==> config.mk <==
export PLATFORM = sky130hd
export DESIGN_NAME = twiddle_rom_arbiter
export DESIGN_NICKNAME = d
export VERILOG_FILES = /design/src/rtl/twiddle_rom_arbiter.sv
export SDC_FILE = /design/constraint.sdc
export NUM_CORES = 1
export LEC_CHECK = 0
export BUFFER_PORTS_ARGS = -buffer_cell sky130_fd_sc_hd__clkbuf_2
export CORE_ASPECT_RATIO = 2
export CORE_UTILIZATION = 47
export DETAILED_ROUTE_END_ITERATION = 7
export HOLD_SLACK_MARGIN = 0.12
export PLACE_DENSITY = 0.92
export SYNTH_ARGS = -nofsm -noshare
export SYNTH_HDL_FRONTEND = slang
export SYNTH_SLANG_ARGS = --single-unit
==> constraint.sdc <==
create_clock -name clk_i -period 5.3 [get_ports clk_i]
set_input_delay 0.53 -clock clk_i [delete_from_list [all_inputs] [get_ports clk_i]]
set_output_delay 0.53 -clock clk_i [all_outputs]
set_load 0.05 [all_outputs]
==> src/rtl/twiddle_rom_arbiter.sv <==
// Round-robin share of one twiddle ROM read port; TWIDDLE_ARB_LAT_CHECK_EN builds the ROM latency checker.
// Latency: grant at T, ROM address at T+1, response strobe at T+2+ROM_LATENCY; one grant per cycle.
// Backpressure: requesters wait on req_ready_o; responses cannot be stalled and must be accepted.
module twiddle_rom_arbiter #(
   parameter int NUM_REQ     = 4,
   parameter int ADDR_WIDTH  = 16,
   parameter int DATA_WIDTH  = 32,
   parameter int ROM_LATENCY = 1
) (
   input  logic                          clk_i,
   input  logic                          rst_i,
   input  logic                          enable_i,
   input  logic [NUM_REQ-1:0]            req_valid_i,
   input  logic [NUM_REQ*ADDR_WIDTH-1:0] req_addr_i,
   output logic [NUM_REQ-1:0]            req_ready_o,
   output logic [NUM_REQ-1:0]            resp_valid_o,
   output logic [DATA_WIDTH-1:0]         resp_data_o,
   output logic [ADDR_WIDTH-1:0]         rom_addr_o,
   output logic                          rom_addr_valid_o,
   input  logic [DATA_WIDTH-1:0]         rom_data_i,
   input  logic                          rom_data_valid_i,
   output logic                          busy_o,
   output logic                          lat_err_o
);
   localparam int IDW = (NUM_REQ > 1) ? $clog2(NUM_REQ) : 1;

   typedef struct packed {
      logic           vld;
      logic [IDW-1:0] id;
   } tag_t;

   logic [IDW-1:0] ptr;
   logic [IDW-1:0] grant_idx;
   logic [IDW-1:0] cand_idx;
   logic           grant_found;
   logic           handshake;
   int             cand;
   logic [IDW-1:0] issue_id;
   tag_t           tag_q [ROM_LATENCY];
   tag_t           tail;
   logic           tag_any;

   // Rotating priority search starting at ptr
   always_comb begin
      grant_found = 1'b0;
      grant_idx   = '0;
      cand        = 0;
      cand_idx    = '0;
      for (int k = 0; k < NUM_REQ; k++) begin
         cand = int'(ptr) + k;
         if (cand >= NUM_REQ) cand = cand - NUM_REQ;
         cand_idx = IDW'(cand);
         if (!grant_found && req_valid_i[cand_idx]) begin
            grant_found = 1'b1;
            grant_idx   = cand_idx;
         end
      end
   end

   assign handshake = grant_found && enable_i && !rst_i;

   always_comb begin
      req_ready_o = '0;
      if (handshake) req_ready_o[grant_idx] = 1'b1;
   end

   always_ff @(posedge clk_i or posedge rst_i) begin
      if (rst_i) begin
         ptr              <= '0;
         rom_addr_o       <= '0;
         rom_addr_valid_o <= 1'b0;
         issue_id         <= '0;
      end else begin
         rom_addr_valid_o <= handshake;
         if (handshake) begin
            ptr        <= (grant_idx == IDW'(NUM_REQ - 1)) ? '0 : grant_idx + 1'b1;
            rom_addr_o <= req_addr_i[grant_idx*ADDR_WIDTH +: ADDR_WIDTH];
            issue_id   <= grant_idx;
         end
      end
   end

   // Tags enter alongside the ROM address so the tail lines up with rom_data_valid_i
   always_ff @(posedge clk_i or posedge rst_i) begin
      if (rst_i) begin
         for (int k = 0; k < ROM_LATENCY; k++) tag_q[k] <= '0;
      end else begin
         tag_q[0] <= '{vld: rom_addr_valid_o, id: issue_id};
         for (int k = 1; k < ROM_LATENCY; k++) tag_q[k] <= tag_q[k-1];
      end
   end

   assign tail = tag_q[ROM_LATENCY-1];

   always_ff @(posedge clk_i or posedge rst_i) begin
      if (rst_i) begin
         resp_valid_o <= '0;
         resp_data_o  <= '0;
      end else begin
         resp_valid_o <= '0;
         if (tail.vld && rom_data_valid_i) begin
            resp_valid_o <= {{(NUM_REQ-1){1'b0}}, 1'b1} << tail.id;
            resp_data_o  <= rom_data_i;
         end
      end
   end

   always_comb begin
      tag_any = 1'b0;
      for (int k = 0; k < ROM_LATENCY; k++) tag_any = tag_any | tag_q[k].vld;
   end

   assign busy_o = rom_addr_valid_o | tag_any | (|resp_valid_o);

`ifdef TWIDDLE_ARB_LAT_CHECK_EN
   logic lat_err_q;

   // A tag without data, or data without a tag, both mean the ROM latency is wrong
   always_ff @(posedge clk_i or posedge rst_i) begin
      if (rst_i) begin
         lat_err_q <= 1'b0;
      end else if (tail.vld != rom_data_valid_i) begin
         lat_err_q <= 1'b1;
`ifndef SYNTHESIS
         $error("twiddle_rom_arbiter: ROM latency violation at time %0t", $time);
`endif
      end
   end

   assign lat_err_o = lat_err_q;
`else
   assign lat_err_o = 1'b0;
`endif

endmodule

# After elaboration in Yosys (flattened, before gate mapping)
# Index checks and enable logic that the tools add are counted.
# word_totals
in_bits	104
out_inout_bits	59
reg_bits	60
# op_classes
shift	2
mux	25
n_reduce_logical	12
eq_ne	1
bitwise_logic	2
n_addsub	8
magnitude_cmp	10
# ops
op	n
variable part select 64 x 7 -> 16 bit	1
2-to-1 mux 2 bit	9
< comparator 2 x 3 -> 1 bit, second input constant	5
greater-or-equal comparator 3 bit, second input constant	3
2-to-1 mux 1 bit	9
binary-select mux 1 bit (select 2 bit)	4
2-to-1 mux 4 bit	2
subtractor 2 x 1 -> 2 bit, second input constant	4
logical AND 1 bit	7
adder 2 x 2 -> 3 bit, second input constant	2
zero test 1 bit	4
OR reduction 4 bit	1
left shift 1 x 2 -> 4 bit, first input constant	1
adder 2 x 1 -> 3 bit, second input constant	1
greater-or-equal comparator 2 x 3 -> 1 bit, second input constant	1
adder 2 x 1 -> 2 bit, second input constant	1
demux 1 bit (select 2 bit)	1
== test 2 bit, second input constant	1
greater-or-equal comparator 2 x 1 -> 1 bit, second input constant	1
OR 1 bit	2

# Logic depth before layout (Yosys ltp)
# logic_depth
ltp_word	19
ltp_mapped	9
mapped_depth_nobuf	6

# Worst setup path before layout
# Ideal clock, no wire load.
# synth_timing
kind	input -> output
from	input port enable_i
to	output port req_ready_o[1]
n_path_buf	1
arrival_ns	2.002
cell_stages	5
required_ns	4.770
slack_ns	2.768
path_cell_list	nor2b_1 o21ai_4 nor3_1 buf_2 and2b_1
# synth_via
elab_chain_cells	3
# synth_lines
item	line_no	rtl
from (decl)	12	input logic enable_i,
logical AND 1 bit (2 in series)	60	assign handshake = grant_found && enable_i && !rst_i;
2-to-1 mux 4 bit	64	if (handshake) req_ready_o[grant_idx] = 1'b1;
to (decl)	15	output logic [NUM_REQ-1:0] req_ready_o,
# No other way between the ends.

# Worst setup path in the final report
# layout_timing
from	input port req_valid_i[2]
to	output port req_ready_o[2]
# layout_via
elab_chain_cells	17
word_cells_on_any_way	30
# layout_lines
item	line_no	rtl
from (decl)	13	input logic [NUM_REQ-1:0] req_valid_i,
binary-select mux 1 bit (select 2 bit)	53	if (!grant_found && req_valid_i[cand_idx]) begin
2-to-1 mux 1 bit (not written as such)	53	
2-to-1 mux 1 bit	53	
zero test 1 bit	53	
logical AND 1 bit	53	
2-to-1 mux 1 bit	53	
zero test 1 bit	53	
logical AND 1 bit	53	
2-to-1 mux 1 bit	53	
zero test 1 bit	53	
logical AND 1 bit	53	
2-to-1 mux 2 bit	53	
< comparator 2 x 3 -> 1 bit (not written as such) or greater-or-equal comparator 2 x 1 -> 1 bit (tied branches)	64	
logical AND 1 bit (not written as such)	64	
2-to-1 mux 1 bit (not written as such)	64	
demux 1 bit (select 2 bit)	64	
2-to-1 mux 4 bit *	64	
# Mark *: on every way between the ends. The rest lies on a longest branch, timed or not. The select of a mux whose other input is x is not followed.

==> results.py <==
metrics = {
    "status": {
        "status": "finished, violations left",
        "violations": "design-rule violations",
    },
    "synthesis": {
        "yosysUniqueCellTypes": 38,
        "syn_inst": 231,
        "yosysTopAreaCellShare_pct": 53.43,
        "syn_area_per_cell_um2": 12.17,
        "ys.warnings.count": 0,
        "synth_top_area_cell": "dfrtp_1",
        "synth_seq_cells": 60,
        "ys.flop_type": "dfrtp_1",
        "syn-num-nets": 336,
        "synth-edff-count": 0,
        "yosysSeqAreaShare_pct": 53.43,
        "yosysMostFrequentCell": "dfrtp_1",
        "async_flop_share_pct": 100.0,
        "syn_area_um2": 2810,
        "synth_commonest_cells": "dfrtp_1, mux2_2, nand2_1",
        "synthTopCellsByArea": "dfrtp_1, mux2_2, a221o_1",
    },
    "clock_network": {
        "clockRootBuffer": "clkbuf_16",
        "cts-buffers-inserted": 9,
        "cts-resized-gates": 0,
        "htree_levels": 3,
        "clkSlewWorstSetupHoldPaths_ns": 0.05,
        "cts.sinks": 60,
        "clk_path_buf_depth": 2,
        "cts_hold_buf": 0,
        "cts_setup_buffers": 0,
        "tritoncts": "yes",
        "insertion_delay_ns": 0.32,
    },
    "route": {
        "viasPerCell": 5.499,
        "route.antenna.remaining_nets": 0,
        "wl_um": 7748,
        "drt-pass1-iter-count": 7,
        "avgRoutedWirePerCell_um": 16.88,
        "vias": 2524,
        "drc_errors": 22,
        "drt-initial-drc-count": 124,
    },
    "sta": {
        "final.setup.worst_slack_ns": 2.187,
        "setup_viol": 0,
        "setup_tns_ns": 0,
        "rsz0062_at_grt": "false",
        "fmax_mhz": 321.2,
        "slew_headroom_pct": 40.67,
        "report.final.slew_viol_count": 0,
        "tightest_slew_ns": 0.8900,
        "period_minus_slack_ns": 3.113,
        "hold_violations": 0,
        "finalCritPeriodShare_pct": 58.74,
        "clock_skew_ns": 0.003534,
        "timing.hold.ws_ns": 0.3788,
    },
    "floorplanning": {
        "io_pins": 163,
        "num_rows": 39,
        "die_area_um2": 6311,
        "die_x_um": 56.68,
        "coreArea_um2": 5758,
        "initial_core_util_pct": 48.80,
        "fp.dieH_um": 111.4,
    },
    "global_routing": {
        "grt_max_degree": 61,
        "grt_pass1_vias": 2551,
        "antenna_found_initial": 0,
        "grt_pass1_wl_um": 12090,
        "grt_remaining_overflow": 0,
        "grt_usage_pct": 25.44,
    },
    "power_and_ir_drop": {
        "ir_drop_v": 0.0003041,
        "power_density_nw_per_um2": 514.5,
        "p_total_mw": 2.035,
        "p_leak_nw": 2.080,
    },
    "place": {
        "io_buffers": 161,
        "gp_congestion": 0.8564,
        "hpwl_um": 5830,
        "dpl_worst_slack_ns": 2.198,
        "dpl_cell_area_um2": 3640,
    },
    "cells_and_area": {
        "final_area_um2": 3956,
        "diodes": 0,
        "area_growth_pct": 40.78,
        "drive_above_1_share_pct": 58.54,
        "fin_nets": 498,
    },
    "worst_setup_path": {
        "worst_ep_required_time_ns": 4.77,
        "worst-setup-path-type": "primary input to primary output",
        "cp.depth": 6,
        "reg2reg_to": "rom_addr_o[9]",
        "path_common_cell": "clkbuf_2",
        "r2r-start": "ptr[1]",
        "max_stage_delay_ns": 0.55,
        "arrival_ns": 2.58,
        "crit_chain": "clkbuf_2, or3_1, o21ai_4, inv_2, o2111a_2, clkbuf_2",
        "r2r_slack_ns": 2.95,
        "worst_setup_path_start_kind": "primary input",
        "ff2ff_path_depth": 5,
        "path_buf_inv": 3,
        "crit_path_end_kind": "primary output",
        "critical_path_peak_fanout": 26,
        "worst_path_dominant_cell_family": "compound AO/OA/AOI/OAI gates",
        "slowest_stage": "o21ai_4",
    },
    "worst_hold_path": {
        "hp-class": "flip-flop to flip-flop",
        "holdPathEnd": "tag_q[1]",
        "hold_start": "issue_id[1]",
        "holdPathStages": 0,
    },
    "flow_run": {
        "cap_violations": 0,
    },
}
## state kept, by name (all words and copies together) (netlist names)
signal            flops
issue_id              2
rom_addr_valid_o      1
ptr                   2
rom_addr_o           16
resp_data_o          32
resp_valid_o          4
tag_any               1
tag_q                 2
## per-stage QoR
step,instances,util (%)
floorplan,231,-
global placement,443,63.21
detailed placement,443,63.21
CTS,459,68.71
global route,459,68.71
finish,459,68.71
## layout make-up
class / count / area [µm²]
well taps: 61 / 76.32
fillers: 468 / 1802
clock buffers: 9 / 225.2
repair buffers: 164 / 828.3
multi-input cells: 154 / 1219
flip-flops and latches: 60 / 1501
clock inverters: 7 / 91.34
inverters: 4 / 15.01
## cell families after synthesis
| logic type | after synthesis | synth area share (%) |
|---|---|---|
| AO/OA/AOI/OAI | 44 | 12.33 |
| multiplexers | 52 | 21.06 |
| other | 1 | 0.1334 |
| AND/OR/NAND/NOR | 56 | 9.217 |
| adder cells (fa/ha/maj) | 1 | 0.4452 |
| flip-flops | 60 | 53.43 |
| buffers and inverters | 17 | 3.384 |
## layer usage
layer / share of wire (%) / vias to the layer above / track usage [%]
met1: 34 / 1213 / 26.71
met5: 0 / - / 0
met2: 56 / 117 / 44.52
met4: 4.5 / 0 / 16.67
met3: 5.3 / 30 / 5.226
li1: - / 1164 / -
## worst max path at each step
stage / slack, ns / startpoint / end
floorplan: 2.77 / enable_i / req_ready_o[1]
global placement: 2.26 / req_valid_i[2] / req_ready_o[2]
detailed placement: 2.20 / req_valid_i[2] / req_ready_o[2]
CTS: 2.19 / req_valid_i[2] / req_ready_o[2]
global route: 2.03 / req_valid_i[2] / req_ready_o[2]
finish: 2.19 / req_valid_i[2] / req_ready_o[2]
## worst register-to-register path: cells and delay by family (launching register included)
kind	cells	cell delay (ns)
AO/OA/AOI/OAI	3	1.18
flip-flops	1	0.48
multiplexers	1	0.45
AND/OR/NAND/NOR	1	0.12
## power by group
group | internal (mW) | leakage [nW] | switching, mW
combinational | 0.237 | 1.19 | 0.550
sequential | 0.569 | 0.731 | 0.0742
clock | 0.409 | 0.155 | 0.197
total | 1.21 | 2.08 | 0.821
## cells in the final DEF, fill, tap and decap left out, types with 2 or more instances in the layout
cell type	n
bufinv_16	2
inv_1	2
inv_2	2
nand2_1	36
nor3b_1	2
nand2b_1	2
nor2_1	3
mux2_4	4
mux2i_1	7
mux2_2	41
a221o_1	14
clkbuf_16	9
o21ai_0	16
nor2b_1	3
clkinv_2	3
o31a_1	3
a21oi_1	3
buf_4	3
clkbuf_2	161
dfrtp_1	60
and2_1	2
Note: power is estimated with default switching activity, not from simulation.
